<file path="src/rtl/seg7_scan_if.sv">
// Load-side bus of the 7-segment scan driver: packed BCD digits, decimal
// points and the single-cycle capture strobe.
interface seg7_scan_if #(
    parameter int N_DIGITS = 4
);
    logic [4*N_DIGITS-1:0] bcd_in;
    logic [N_DIGITS-1:0]   dp_in;
    logic                  load;

    modport master (output bcd_in, output dp_in, output load);
    modport slave  (input  bcd_in, input  dp_in, input  load);
endinterface

</file>
<file path="src/rtl/seg7_scan_driver.sv">
// Common-anode 7-segment scan driver with shadow/active digit registers and a
// one-cycle blanking guard between slots. Optional: LEADING_ZERO_BLANK_EN.
module seg7_scan_driver #(
    parameter int N_DIGITS   = 4,
    parameter int PRESCALE   = 50000,
    parameter int PRESCALE_W = 16
) (
    input  logic                clk2,
    input  logic                rst_n,
    seg7_scan_if.slave          bus,
    output logic [6:0]          seg_n,
    output logic                dp_n,
    output logic [N_DIGITS-1:0] an_n,
    output logic [2:0]          digit_idx
);

    typedef enum logic [1:0] {IDLE, GUARD, DRIVE} state_t;

    localparam logic [PRESCALE_W-1:0] PS_LAST  = PRESCALE_W'(PRESCALE - 2);
    localparam logic [2:0]            IDX_LAST = 3'(N_DIGITS - 1);

    state_t                state, state_nxt;
    logic [PRESCALE_W-1:0] presc, presc_nxt;
    logic [4*N_DIGITS-1:0] shadow_bcd, shadow_bcd_nxt;
    logic [N_DIGITS-1:0]   shadow_dp, shadow_dp_nxt;
    logic [4*N_DIGITS-1:0] active_bcd, active_bcd_nxt;
    logic [N_DIGITS-1:0]   active_dp, active_dp_nxt;
    logic                  pending, pending_nxt;
    logic [6:0]            seg_nxt;
    logic                  dp_nxt;
    logic [N_DIGITS-1:0]   an_nxt;
    logic [2:0]            idx_nxt;
    logic [3:0]            cur_val;
    logic                  cur_dp;

    function automatic logic [6:0] seg_decode(input logic [3:0] v);
        case (v)
            4'd0:    seg_decode = 7'b1000000;
            4'd1:    seg_decode = 7'b1111001;
            4'd2:    seg_decode = 7'b0100100;
            4'd3:    seg_decode = 7'b0110000;
            4'd4:    seg_decode = 7'b0011001;
            4'd5:    seg_decode = 7'b0010010;
            4'd6:    seg_decode = 7'b0000010;
            4'd7:    seg_decode = 7'b1111000;
            4'd8:    seg_decode = 7'b0000000;
            4'd9:    seg_decode = 7'b0010000;
            default: seg_decode = 7'b0111111;
        endcase
    endfunction

`ifdef LEADING_ZERO_BLANK_EN
    // Digit idx is a leading zero when it and every higher digit are zero;
    // digit 0 is never blanked so an all-zero value still reads "0".
    function automatic logic lz_blank(input logic [4*N_DIGITS-1:0] v,
                                      input logic [2:0] idx);
        logic nz;
        nz = 1'b0;
        for (int i = 0; i < N_DIGITS; i++) begin
            if (3'(i) >= idx && v[4*i +: 4] != 4'd0) nz = 1'b1;
        end
        lz_blank = (idx != 3'd0) && !nz;
    endfunction
`endif

    always_comb begin
        state_nxt      = state;
        presc_nxt      = presc;
        shadow_bcd_nxt = shadow_bcd;
        shadow_dp_nxt  = shadow_dp;
        active_bcd_nxt = active_bcd;
        active_dp_nxt  = active_dp;
        pending_nxt    = pending;
        seg_nxt        = seg_n;
        dp_nxt         = dp_n;
        an_nxt         = an_n;
        idx_nxt        = digit_idx;
        cur_val        = 4'd0;
        cur_dp         = 1'b0;

        case (state)
            IDLE: begin
                presc_nxt = '0;
                if (bus.load) state_nxt = GUARD;
            end
            GUARD: begin
                if (pending) begin
                    active_bcd_nxt = shadow_bcd;
                    active_dp_nxt  = shadow_dp;
                    pending_nxt    = 1'b0;
                end
                for (int i = 0; i < N_DIGITS; i++) begin
                    if (digit_idx == 3'(i)) begin
                        cur_val = active_bcd_nxt[4*i +: 4];
                        cur_dp  = active_dp_nxt[i];
                    end
                end
                seg_nxt = seg_decode(cur_val);
`ifdef LEADING_ZERO_BLANK_EN
                if (lz_blank(active_bcd_nxt, digit_idx)) seg_nxt = 7'h7F;
`endif
                dp_nxt    = ~cur_dp;
                an_nxt    = ~(N_DIGITS'(1) << digit_idx);
                presc_nxt = '0;
                state_nxt = DRIVE;
            end
            DRIVE: begin
                if (presc == PS_LAST) begin
                    presc_nxt = '0;
                    idx_nxt   = (digit_idx == IDX_LAST) ? 3'd0 : digit_idx + 3'd1;
                    an_nxt    = '1;
                    state_nxt = GUARD;
                end else begin
                    presc_nxt = presc + 1'b1;
                end
            end
            default: state_nxt = IDLE;
        endcase

        // A capture coinciding with a transfer must survive in shadow, so it
        // is applied after the FSM has possibly cleared pending.
        if (bus.load) begin
            shadow_bcd_nxt = bus.bcd_in;
            shadow_dp_nxt  = bus.dp_in;
            pending_nxt    = 1'b1;
        end
    end

    always_ff @(posedge clk2 or negedge rst_n) begin
        if (!rst_n) begin
            state      <= IDLE;
            presc      <= '0;
            shadow_bcd <= '0;
            shadow_dp  <= '0;
            active_bcd <= '0;
            active_dp  <= '0;
            pending    <= 1'b0;
            seg_n      <= 7'h7F;
            dp_n       <= 1'b1;
            an_n       <= '1;
            digit_idx  <= 3'd0;
        end else begin
            state      <= state_nxt;
            presc      <= presc_nxt;
            shadow_bcd <= shadow_bcd_nxt;
            shadow_dp  <= shadow_dp_nxt;
            active_bcd <= active_bcd_nxt;
            active_dp  <= active_dp_nxt;
            pending    <= pending_nxt;
            seg_n      <= seg_nxt;
            dp_n       <= dp_nxt;
            an_n       <= an_nxt;
            digit_idx  <= idx_nxt;
        end
    end

endmodule

</file>
<file path="src/flat_wrapper.sv">
// flat-port wrapper written by rule: the top's interface ports become plain ports
module seg7_scan_driver_flat 
#(
    parameter int N_DIGITS   = 4,
    parameter int PRESCALE   = 50000,
    parameter int PRESCALE_W = 16
)
  (clk2, rst_n, seg_n, dp_n, an_n, digit_idx, bus_bcd_in, bus_dp_in, bus_load);
  seg7_scan_if #(.N_DIGITS(N_DIGITS)) bus_i ();
  input  logic clk2;
  input  logic rst_n;
  output logic [6:0] seg_n;
  output logic dp_n;
  output logic [N_DIGITS-1:0] an_n;
  output logic [2:0] digit_idx;
  input wire logic [$bits(bus_i.bcd_in)-1:0] bus_bcd_in;
  input wire logic [$bits(bus_i.dp_in)-1:0] bus_dp_in;
  input wire logic [$bits(bus_i.load)-1:0] bus_load;
  assign bus_i.bcd_in = bus_bcd_in;
  assign bus_i.dp_in = bus_dp_in;
  assign bus_i.load = bus_load;
  seg7_scan_driver #(.N_DIGITS(N_DIGITS), .PRESCALE(PRESCALE), .PRESCALE_W(PRESCALE_W)) u_core (.clk2(clk2), .rst_n(rst_n), .bus(bus_i), .seg_n(seg_n), .dp_n(dp_n), .an_n(an_n), .digit_idx(digit_idx));
endmodule
</file>
<file path="config.mk">
export PLATFORM = sky130hd
export DESIGN_NAME = seg7_scan_driver_flat
export DESIGN_NICKNAME = d
export VERILOG_FILES = /design/src/rtl/seg7_scan_if.sv /design/src/rtl/seg7_scan_driver.sv /design/src/flat_wrapper.sv
export SDC_FILE = /design/constraint.sdc
export NUM_CORES = 1
export LEC_CHECK = 0
export CAP_MARGIN = 20
export CORE_MARGIN = 2
export CORE_UTILIZATION = 41
export CTS_BUF_LIST = sky130_fd_sc_hd__clkbuf_4
export DETAILED_ROUTE_END_ITERATION = 10
export PLACE_DENSITY = 0.64
export SLEW_MARGIN = 20
export SYNTH_ARGS = -nofsm -noshare
export SYNTH_HDL_FRONTEND = slang
export SYNTH_SLANG_ARGS = --single-unit
</file>
<file path="constraint.sdc">
create_clock -name clk2 -period 3.6 [get_ports clk2]
set_input_delay 0.54 -clock clk2 [delete_from_list [all_inputs] [get_ports clk2]]
set_output_delay 0.54 -clock clk2 [all_outputs]
set_load 0.005 [all_outputs]
</file>
Word-level counts from Yosys, hierarchy flattened
Memory sizes are Yosys's and may differ from the RTL's. A register that Yosys moved wholly into a read port is not among the register bits.
Index checks and enable logic that the tools add are counted.
- $add $sub $neg: 2
- equality and inequality tests: 8
- shifts and indexed selects: 1
- multiplexer cells: 22
- bitwise logic cells: 2
- reductions and logical operators: 10
- operators by type and width (cell ; count):
    $mux W16 ; 2
    $pmux W16 S2 ; 1
    $mux W4 ; 7
    $add A16 B1 Y16 const B ; 1
    $eq A16 B16 Y1 const B ; 1
    $pmux W4 S2 ; 1
    $mux W1 ; 7
    $eq A3 B2 Y1 const B ; 2
    $pmux W2 S3 ; 1
    $reduce_and A2 Y1 ; 3
    $reduce_bool A2 Y1 ; 3
    $mux W2 ; 2
    $not A4 Y4 ; 1
    $shl A1 B3 Y4 const A ; 1
    $add A3 B1 Y3 const B ; 1
    $eq A3 B1 Y1 const B ; 1
    $logic_not A3 Y1 ; 1
    $mux W3 ; 1
    $eq A2 B1 Y1 const B ; 1
    $eq A2 B2 Y1 const B ; 1
    $logic_not A2 Y1 ; 1
    $ne A2 B1 Y1 const B ; 1
    $ne A2 B2 Y1 const B ; 1
    $reduce_or A2 Y1 ; 1
    other kinds (2) ; 2
- register bits after elaboration: 67
- memory bits (read-only): 112
- bits of input ports: 23
- memories: 1
- memories (name ; words ; width ; rd ports ; clocked after Yosys merged registers in ; wr ports ; RTL line ; text):
    (name not given) ; 16 ; 7 ; 1 ; 1 ; 0 ; seg7_scan_driver.sv:37 ; case (v)

Logic depth before layout (Yosys ltp)
- depth in word-level cells: 7
- depth in mapped cells: 11

Least setup slack after synthesis
Ideal clock, no wire load.
- path kind: flip-flop to flip-flop
- start point: register u_core.digit_idx[1]
- end point: register u_core.seg_n[3]
- arrival time: 2.397 ns
- required time: 3.511 ns
- setup slack: 1.114 ns
- stages on the path, launching flop included: 10
- path buffers: 1
- clock period less this slack: 2.486 ns
- cells stage by stage: dfrtp_1 -> inv_1 -> ha_1 -> or3b_1 -> buf_2 -> a2bb2oi_1 -> a22o_1 -> ha_1 -> or3_1 -> a211oi_1
- word-level cells in the longest chain between the ends: 6
- elaborated cells on any way between the ends: 9
- classes of those cells: eq/ne (3); mux (5); reduce/logical (1)
- RTL lines (item ; RTL line ; text):
    start: declaration ; seg7_scan_driver.sv:14 ; output logic [2:0] digit_idx
    start signal: assignment ; seg7_scan_driver.sv:153 ; digit_idx <= idx_nxt;
    $logic_not A3 Y1 ; seg7_scan_driver.sv:93 ; if (digit_idx == 3'(i)) begin
    $mux W4 (3 in series) ; seg7_scan_driver.sv:93 ;
    $mux W4 * ; seg7_scan_driver.sv:93 ;
    $mux W4 * ; seg7_scan_driver.sv:81 ; case (state)
    end: declaration ; seg7_scan_driver.sv:11 ; output logic [6:0] seg_n,
Mark *: on every way between the ends. The rest lies on a longest branch, timed or not. The select of a mux whose other input is x is not followed.
A chain may end at the register's enable or synchronous reset.

Final worst setup path
- start point: register u_core.pending
- end point: register u_core.seg_n[3]
- word-level cells in the longest chain between the ends: 6
- RTL lines (item ; RTL line ; text):
    start: declaration ; seg7_scan_driver.sv:28 ; logic pending, pending_nxt;
    start signal: assignment ; seg7_scan_driver.sv:149 ; pending <= pending_nxt;
    $mux W16 * ; seg7_scan_driver.sv:87 ; if (pending) begin
    $mux W4 (3 in series) ; seg7_scan_driver.sv:93 ;
    $mux W4 * ; seg7_scan_driver.sv:93 ;
    $mux W4 * ; seg7_scan_driver.sv:81 ;
Marked as above.

==> flow_summary.json <==
{
  "status": "completed",
  "stdcell_area_mm2": 0.00441,
  "drt-initial-drc-count": 153,
  "finalSetupViolCount": 0,
  "seq_area_frac_synth_pct": 48.9,
  "area_growth_pct": 15.6,
  "crit_required_ns": 3.96,
  "worstPathArrival_ns": 3.13,
  "rows": 35,
  "period_needed_ns": 2.77,
  "hold_ws_ns": 0.227,
  "htreeDepth": 3,
  "root_buffer": "clkbuf_4",
  "wl_met1_um": 3700,
  "cts_resized": 0,
  "drive_gt1_share_pct": 23.0,
  "ir_drop_mv": 0.192,
  "leakagePower_nw": 1.92,
  "vias": 2654,
  "synth_fp_nets": 376,
  "dr.pass1.iters": 4,
  "drt_wl_total_um": 7440,
  "ant_nets": 0,
  "placed_cell_area_mm2": 0.00425,
  "yosys_warnings": 0,
  "synth.top_cells.by_area": "dfrtp_1 41%, mux2_2 13%, dfstp_2 8.3%, mux2i_1 4.7%, ha_1 3.9%",
  "syn_inst": 341,
  "timing.rr.start": "u_core.pending",
  "cpMostUsedCell": "o21ai_0",
  "maxCapViolCount": 0,
  "clk_pin_slew_worst_paths_ns": 0.14,
  "clock_skew_ns": 0.0267,
  "synth_edf_count": 0,
  "reg2reg_to": "u_core.seg_n[3]",
  "relSlewSlack_pct": 30.4,
  "crit_path_cell_trace": "buf_4 -> mux2i_1 -> o21ai_0 -> o21ai_0 -> ha_1 -> or3_1 -> a211oi_1",
  "cts_tree": "yes",
  "hold_violations": 0,
  "yosys.area.top_type": "dfrtp_1",
  "yosys.area.top_type_share_pct": 40.7,
  "rsz0062_at_grt": "no",
  "overflow": 0,
  "synth_flop_cell": "dfrtp_1",
  "cp_max_fo": 12,
  "syn_area_mm2": 0.00382,
  "grt_pass1_wl_um": 12700,
  "startpoint": "u_core.pending",
  "layout_worst_path_cycle_share_pct": 77.0,
  "hold_class": "in2async",
  "antennaDiodeCount": 0,
  "final_common_cell": "dfrtp_1",
  "ctsHoldBuffers": 0,
  "max_clock_freq_mhz": 361,
  "start_util_pct": 41.7,
  "layout_common_cells": "62 x dfrtp_1, 44 x mux2_2, 36 x clkdlybuf4s50_1",
  "die_w_um": 100,
  "reg2regPathDepth": 7,
  "finalMaxSlewViolations": 0,
  "io_pins": 38,
  "tns_ns": 0,
  "cts_setup_buffers": 0,
  "core_area_mm2": 0.00915,
  "regToRegSetupSlack_ns": 0.83,
  "nets": 409,
  "drc_errors": 0,
  "crit_end": "u_core.seg_n[3]",
  "dr_wl_met2_um": 3300,
  "cp-end-kind": "flop",
  "grt_pass1_vias": 2542,
  "grt_antenna_before_repair": 0,
  "grt_max_degree": 41,
  "finalWeightedCongestion": 0.806,
  "port-buffer-count": 37,
  "wl_per_cell_um": 15.2,
  "clockBufferDepth": 2,
  "met3_length_um": 314,
  "start_kind": "flop",
  "critPathKind": "reg2reg",
  "die_area_mm2": 0.0101,
  "die_h_um": 100,
  "critical_path.max_stage_delay_ns": 0.73,
  "cp_slowest_cell": "dfrtp_1",
  "grtUsageTotal_pct": 16.2,
  "tightest_slew_ns": 1.04,
  "dp_hpwl_um": 5400,
  "ys_seq_elements": 74,
  "cts.sinks": 74,
  "powerDensity_mw_per_mm2": 604,
  "ys_types": 56,
  "numCtsBuffers": 9,
  "ys_async_sr_fraction_pct": 100,
  "syn_area_per_cell_um2": 11.2,
  "dr.max_layer_used": "met4",
  "viasPerCell": 5.42,
  "clk_latency_ns": 0.43
}
## per-stage QoR
| stage | power (W) | util, % | std cells | setup slack, ns |
|---|---|---|---|---|
| after floorplan | 0.00181 | - | 341 | 1.11 |
| after global placement | 0.00208 | 46.4 | 474 | 0.976 |
| after detailed placement | 0.00210 | 46.4 | 474 | 0.862 |
| after CTS | 0.00270 | 48.2 | 490 | 0.807 |
| after global routing | 0.00286 | 48.2 | 490 | 0.624 |
| final | 0.00267 | 48.2 | 490 | 0.827 |
## worst min path at each step
stage / start / endpoint / cells past startpoint / slack [ns]
2_1_floorplan: rst_n / u_core.active_bcd[0] / 0 / 0.24
3_3_place_gp: u_core.seg_n[1] / u_core.seg_n[1] / 2 / 0.45
3_5_place_dp: u_core.seg_n[1] / u_core.seg_n[1] / 2 / 0.46
4_1_cts: rst_n / u_core.presc[6] / 1 / 0.23
5_1_grt: rst_n / u_core.presc[9] / 1 / 0.27
6_report: rst_n / u_core.presc[9] / 1 / 0.23
## sequential cells by signal, indices dropped and copies added, names as in the netlist, 3 cells and up
register           count
u_core.shadow_dp       4
u_core.active_bcd     16
u_core.presc          16
u_core.seg_n           7
u_core.shadow_bcd     16
u_core.active_dp       4
u_core.digit_idx       3
u_core.an_n            4
## routing by layer
layer,GRT usage (%),vias up
met1,22.9,1284
li1,-,1312
met5,0,-
met2,23.9,49
met3,3.68,9
met4,6.95,0
## cell usage after synthesis (2+ instances only)
master and instances:
a22o_1 3, or3_1 2, and3_1 2, o21ai_0 14, mux2_2 44, nor3_1 2, buf_2 3, dfrtp_1 62
buf_4 3, inv_1 6, xor2_1 2, nor2_1 14, nor2b_1 4, o211ai_1 3, dfstp_2 12, nand3_1 5
and2_1 6, mux2i_1 18, clkbuf_1 8, buf_1 3, and2b_2 2, a22oi_1 2, o21ai_1 21, o41ai_1 2
o221ai_1 2, ha_1 12, o31ai_1 4, a21oi_1 8, nand2b_1 2, a31oi_1 6, a21o_1 3, a211oi_1 4
nand4_1 6, nand2_1 28, o221a_1 2
## logic make-up (layout without fill, tap and decap cells)
kind of cell	count (synthesis)	count (layout)	share of synthesized area, %
simple gates	84	84	11.6
buf+inv	26	64	3.44
compound gates	81	81	13.9
fa+ha+maj	12	12	3.93
mux	62	62	17.7
flops	74	74	48.9
xor+xnor	2	2	0.459
## power breakdown
group	internal, W	switching [W]	leakage (nW)
combinational	0.000451	0.000383	0.936
sequential	0.00109	0.000146	0.896
clock	0.000292	0.000302	0.0870
## critical path: cells and delay by family, from the launching register on
kind                       cells  cell delay, ns
AOI/OAI and AO/OA              3            0.71
adders and majority gates      1            0.33
buffers and inverters          1            0.34
DFF                            1            0.73
muxes                          1            0.23
and+or+nand+nor                1            0.37
## cell type report
class,count,area (um^2)
clock inverters,6,90.1
well taps,111,139
fillers,857,4740
flip-flops and latches,74,1870
repair buffers,41,395
multi-input cells,241,1820
inverters,7,26.3
clock buffers,10,75.1
No activity file was read; power rests on OpenSTA's default activity.
